<file path="src/rtl/fifo_rd_stream.sv">
`default_nettype none
// +--------------------------------------------------------------------------+
// | fifo_rd_stream: read-side asy_fifo adapter, valid/ready out, word counter  |
// | Rev 1.0                                                                    |
// +--------------------------------------------------------------------------+
module fifo_rd_stream #(
   parameter int WIDTH = 8,
   parameter int CNT_W = 16
) (
   input  logic             rd_clk,
   input  logic             rd_rst_n,
   input  logic             fifo_empty,
   input  logic [WIDTH-1:0] rd_data,
   output logic             rd_en,
   output logic             out_valid,
   input  logic             out_ready,
   output logic [WIDTH-1:0] out_data,
   output logic [CNT_W-1:0] word_cnt
);

   typedef enum logic [1:0] {
      EMPTY = 2'd0,
      ONE   = 2'd1,
      TWO   = 2'd2
   } occ_t;

   occ_t             r_occ;
   logic             r_inflight;
   logic             r_valid;
   logic             r_rd_ptr;
   logic             r_wr_ptr;
   logic [WIDTH-1:0] r_buf [2];
   logic [CNT_W-1:0] r_word_cnt;

   logic             w_pop;
   logic [2:0]       w_level;

   assign w_pop   = r_valid & out_ready;
   // Slots committed after this edge; a same-cycle pop frees one, hence the path from out_ready.
   assign w_level = {1'b0, r_occ} + {2'b00, r_inflight} - {2'b00, w_pop};
   assign rd_en   = rd_rst_n & ~fifo_empty & (w_level < 3'd2);

   always_ff @(posedge rd_clk or negedge rd_rst_n) begin
      if (!rd_rst_n) begin
         r_occ      <= EMPTY;
         r_inflight <= 1'b0;
         r_valid    <= 1'b0;
         r_rd_ptr   <= 1'b0;
         r_wr_ptr   <= 1'b0;
         r_buf[0]   <= '0;
         r_buf[1]   <= '0;
         r_word_cnt <= '0;
      end else begin
         r_inflight <= rd_en;
         if (r_inflight) begin
            r_buf[r_wr_ptr] <= rd_data;
            r_wr_ptr        <= ~r_wr_ptr;
         end
         if (w_pop) begin
            r_rd_ptr   <= ~r_rd_ptr;
            r_word_cnt <= r_word_cnt + 1'b1;
         end
         case ({r_inflight, w_pop})
            2'b10: begin
               r_occ   <= (r_occ == EMPTY) ? ONE : TWO;
               r_valid <= 1'b1;
            end
            2'b01: begin
               r_occ   <= (r_occ == TWO) ? ONE : EMPTY;
               r_valid <= (r_occ == TWO);
            end
            default: begin
            end
         endcase
      end
   end

   assign out_valid = r_valid;
   assign out_data  = r_buf[r_rd_ptr];
   assign word_cnt  = r_word_cnt;

   a_no_overflow : assert property (@(posedge rd_clk) disable iff (!rd_rst_n)
      !((r_occ == TWO) && r_inflight && !w_pop));

endmodule
`default_nettype wire

</file>
<file path="config.mk">
export PLATFORM = sky130hd
export DESIGN_NAME = fifo_rd_stream
export DESIGN_NICKNAME = d
export VERILOG_FILES = /design/src/rtl/fifo_rd_stream.sv
export SDC_FILE = /design/constraint.sdc
export NUM_CORES = 1
export LEC_CHECK = 0
export BUFFER_PORTS_ARGS = -buffer_cell sky130_fd_sc_hd__buf_2
export CAP_MARGIN = 20
export CORE_ASPECT_RATIO = 1.25
export CORE_MARGIN = 2
export CORE_UTILIZATION = 53
export DETAILED_ROUTE_END_ITERATION = 12
export PLACE_DENSITY_LB_ADDON = 0.08
export SKIP_CTS_REPAIR_TIMING = 1
export SYNTH_ARGS = -nofsm -noshare
export SYNTH_HDL_FRONTEND = slang
export SYNTH_SLANG_ARGS = --single-unit
</file>
<file path="constraint.sdc">
create_clock -name rd_clk -period 2.4 [get_ports rd_clk]
set_clock_uncertainty 0.05 [all_clocks]
set_input_delay 0.24 -clock rd_clk [delete_from_list [all_inputs] [get_ports rd_clk]]
set_output_delay 0.24 -clock rd_clk [all_outputs]
set_load 0.02 [all_outputs]
</file>
== Word-level counts from Yosys, hierarchy flattened ==
Cells that the tools add are included.

* Flip-flop bits (word level): 38
* Logic and storage cells: 39

* Add/subtract/negate cells: 3
* Magnitude comparators: 4
* Equal/unequal tests: 3
* Multiplexer cells: 10
* Bitwise logic cells: 8
* Reduce and logical (&&, ||, !) cells: 3

{| class="wikitable"
|+ Operators with widths
! operator !! count
|-
| two-way mux 8 bit || 4
|-
| adder 16 x 1 -> 16 bit (second input constant) || 1
|-
| bitwise mux 16 bit || 1
|-
| demux 8 bit (select 1 bit) || 1
|-
| equality test 2 bit (second input constant) || 2
|-
| >= comparator 2 bit (second input constant) || 2
|-
| NOT 1 -> 2 bit || 2
|-
| case mux 2 bit (2 select lines) || 1
|-
| adder 2 x 1 -> 3 bit || 1
|-
| bitwise AND 1 bit || 3
|-
| < comparator 3 x 2 -> 1 bit (second input constant) || 1
|-
| NOT 1 bit || 3
|-
| subtractor 3 x 1 -> 3 bit || 1
|-
| equality test 2 x 1 -> 1 bit (second input constant) || 1
|-
| logical NOT 2 bit || 1
|-
| < comparator 2 x 1 -> 1 bit (second input constant) || 1
|-
| two-way mux 2 bit || 1
|-
| case mux 1 bit (2 select lines) || 1
|-
| nonzero test 2 bit || 1
|-
| logical AND 1 bit || 1
|-
| two-way mux 1 bit || 1
|}

== Logic depth before layout (Yosys ltp) ==
* Depth after elaboration: 6
* Depth in mapped cells: 7

== Worst setup path before layout ==
Ideal clock, no wire load.

* Path type: register to output
* From: register r_valid, in the netlist out_valid
* To: output port rd_en
* Arrival time: 2091 ps
* Data required time: 2110 ps
* Slack: 19 ps
* Stages on the path, launching flop included: 7
* Cell sequence: dfrtp_1 > nand2_1 > nor2_1 > o21ai_0 > fa_1 > xor2_1 > nor3_1

* Longest elaborated chain between the ends: 4

{| class="wikitable"
|+ RTL lines
! element !! line !! source
|-
| from (decl) || 29 || <nowiki>logic r_valid;</nowiki>
|-
| from (signal assigned) || 70 || <nowiki>r_valid <= (r_occ == TWO);</nowiki>
|-
| bitwise AND 1 bit || 38 || <nowiki>assign w_pop = r_valid & out_ready;</nowiki>
|-
| subtractor 3 x 1 -> 3 bit || 40 || <nowiki>assign w_level = {1'b0, r_occ} + {2'b00, r_inflight} - {2'b00, w_pop};</nowiki>
|-
| < comparator 3 x 2 -> 1 bit || 41 || <nowiki>assign rd_en = rd_rst_n & ~fifo_empty & (w_level < 3'd2);</nowiki>
|-
| bitwise AND 1 bit || 41 ||
|-
| to (decl) || 14 || <nowiki>output logic rd_en,</nowiki>
|}

Every way passes these cells.

== Worst setup path after layout ==
Same ends and word-level chain as after synthesis.

==> run summary <==
Power Dens Cells - 1170 nW/um2
Seq/Total Area, Yosys - 56.4%
WHS Path Cells - 2
Die Ht - 67.0 um
post-synthesis net count - 143
CTS buffer count - 5
Post-Synthesis Cells - 129
worst hold slack - 0.105 ns
total gr overflow - 0
VDD IR max - 0.808 mV
core area - 2970 um2
footprint of the multi-input gates - 738 um2
Area after DPL - 1920 um2
largest net degree at the start of global routing - 39
Post-Syn Area - 1690 um2
minimum clock period - 2.31 ns
Post-DRT Antenna Nets - 0
reg-to-reg critical path endpoint - r_inflight
first-pass GRT wire length - 4910 um
row count - 22
Arr. time, crit path - 2.02 ns
Final TNS setup - 0 ns
drc violations - 0
drt total wl - 3040 um
Longest Clk Path Bufs - 2
H-tree depth - 2
Layout Utilization - 68.8%
Critical Path Source Type - register
Setup CP Type - register to output port
Via Count - 1,156
CP endpoint kind - output port
dominant synthesized flop cell - dfrtp_1
CTS tree - built
area leader, netlist - dfrtp_1
worst skew pair latency - 0.32 ns
Initial Utilization - 56.7%
synth top area cells - dfrtp_1, mux2_2, xnor2_1, xor2_1, nand2_1
Sequential cell area - 953 um2
#FFs+latches synth - 38
final std cells w/o fill - 213
Worst slew margin - 68.8%
Filler Cells Inserted - 237
most frequent cells in the layout - buf_2, dfrtp_1, mux2_2
Hold Violations, Final - 0
number of global-route vias before repair - 1,117
initial DRC count - 13
asr flop ratio synth - 100%
I/O pins - 38
worst reg2reg path startpoint - out_valid
placed insts - 201
layout cells sized above 1 - 50.8%
Post-DP HPWL - 2220 um
maxcap violations - 0
post-route clock period utilization - 96.1%
Reg2Reg Depth - 7
Hold Crit Class - input port to register
clk root buf - clkbuf_4
initial antenna violation count - 0
Slew @ Worst Pin - 0.468 ns
drt via density - 5.43
CP required - 2.11 ns
CP startpoint - out_valid
Synth top area share - 56.4%
Ys Warns - 0
die area - 3650 um2
total track usage - 19.2%
Avg Inst Size Synth - 13.1 um2
Area Growth Syn to Fin - 21.4%
Setup crit end - rd_en
number of diodes - 0
Pins Over Slew Limit - 0
routability cong. - 0.699
Worst-path clk slew - 0.10 ns
IO Port Bufs - 37
Final Cell Area - 2050 um2
outcome - completed
drt wl/cell - 14.3 um
R2R Setup Slk - 0.65 ns
First-pass DRT Iterations - 3
Max FO, Critical Path - 5
Post-synth EDFFs - 0
final setup violation count - 0
NumNets Final - 192
Die W - 54.4 um
clock sinks - 38
Leak - 0.00104 uW
Fmax - 434 MHz
synth unique cells - 27
[cells in the mapped netlist, types with 2 or more instances]
master    count
dfrtp_1      38
mux2_2       25
xnor2_1       9
xor2_1        9
nand2_1       8
nor3_1        5
nand3_1       4
nor2_1        4
a21oi_1       3
and3_1        3
clkbuf_1      2
inv_1         2
nand4_2       2
o21ai_0       2
[state kept, by name (all words and copies together) (netlist names)]
register	flops
word_cnt	16
out_valid	1
r_inflight	1
r_buf	16
r_rd_ptr	1
r_occ	2
r_wr_ptr	1
[area by class of cell]
cell class	count	share of cell area [%]
sequential	38	46.6
multi-input combinational	86	36.1
timing repair buffer	45	12.2
clock buffer	6	2.51
tap	36	2.20
inverter	2	0.367
[layer usage]
metal	vias to the layer above	share of wire (%)	track usage, %
met3	7	5.1	6.73
met2	27	54	31.9
met4	0	1.5	6.56
met5	-	0	0
met1	580	40	22.4
li1	542	-	-
[critical path: stages (launching register included)]
cell and delay, ns:
dfrtp_2 0.42, and2_4 0.18, nor2_4 0.08, o21ai_2 0.06, fa_2 0.52, nand2_1 0.06, nor3_2 0.20, buf_4 0.17
[logic make-up (layout without fill, tap and decap cells)]
family | count (synthesis) | after routing | share of synthesized area [%]
XOR/XNOR | 18 | 18 | 9.35
AND/OR/NAND/NOR | 34 | 34 | 12.1
AO/OA/AOI/OAI | 7 | 7 | 2.30
adder cells (fa/ha/maj) | 2 | 2 | 1.93
buffers and inverters | 5 | 53 | 1.19
multiplexers | 25 | 25 | 16.7
flip-flops | 38 | 38 | 56.4
[stage by stage]
| step | power (uW) | worst slack (ns) |
|---|---|---|
| floorplan | 1750 | 0.0188 |
| global placement | 1980 | 0.355 |
| detailed placement | 2030 | 0.243 |
| CTS | 2350 | -0.128 |
| global route | 2570 | -0.0142 |
| finish | 2400 | 0.0934 |
[report_power, final]
part	total [uW]	switching, uW	internal [uW]
combinational	1010	511	504
sequential	1070	205	869
clock	314	182	132
[worst min-delay path by stage]
stage,endpoint,slack [ns],startpoint
after floorplan,out_valid,-0.11,rd_rst_n
after global placement,r_buf[2],0.28,rd_rst_n
after detailed placement,r_buf[10],0.29,rd_rst_n
after CTS,r_buf[10],-0.08,rd_rst_n
after global routing,r_buf[15],0.08,rd_data[7]
final,r_buf[3],0.10,rd_data[3]
Note: power is estimated with default switching activity, not from simulation.
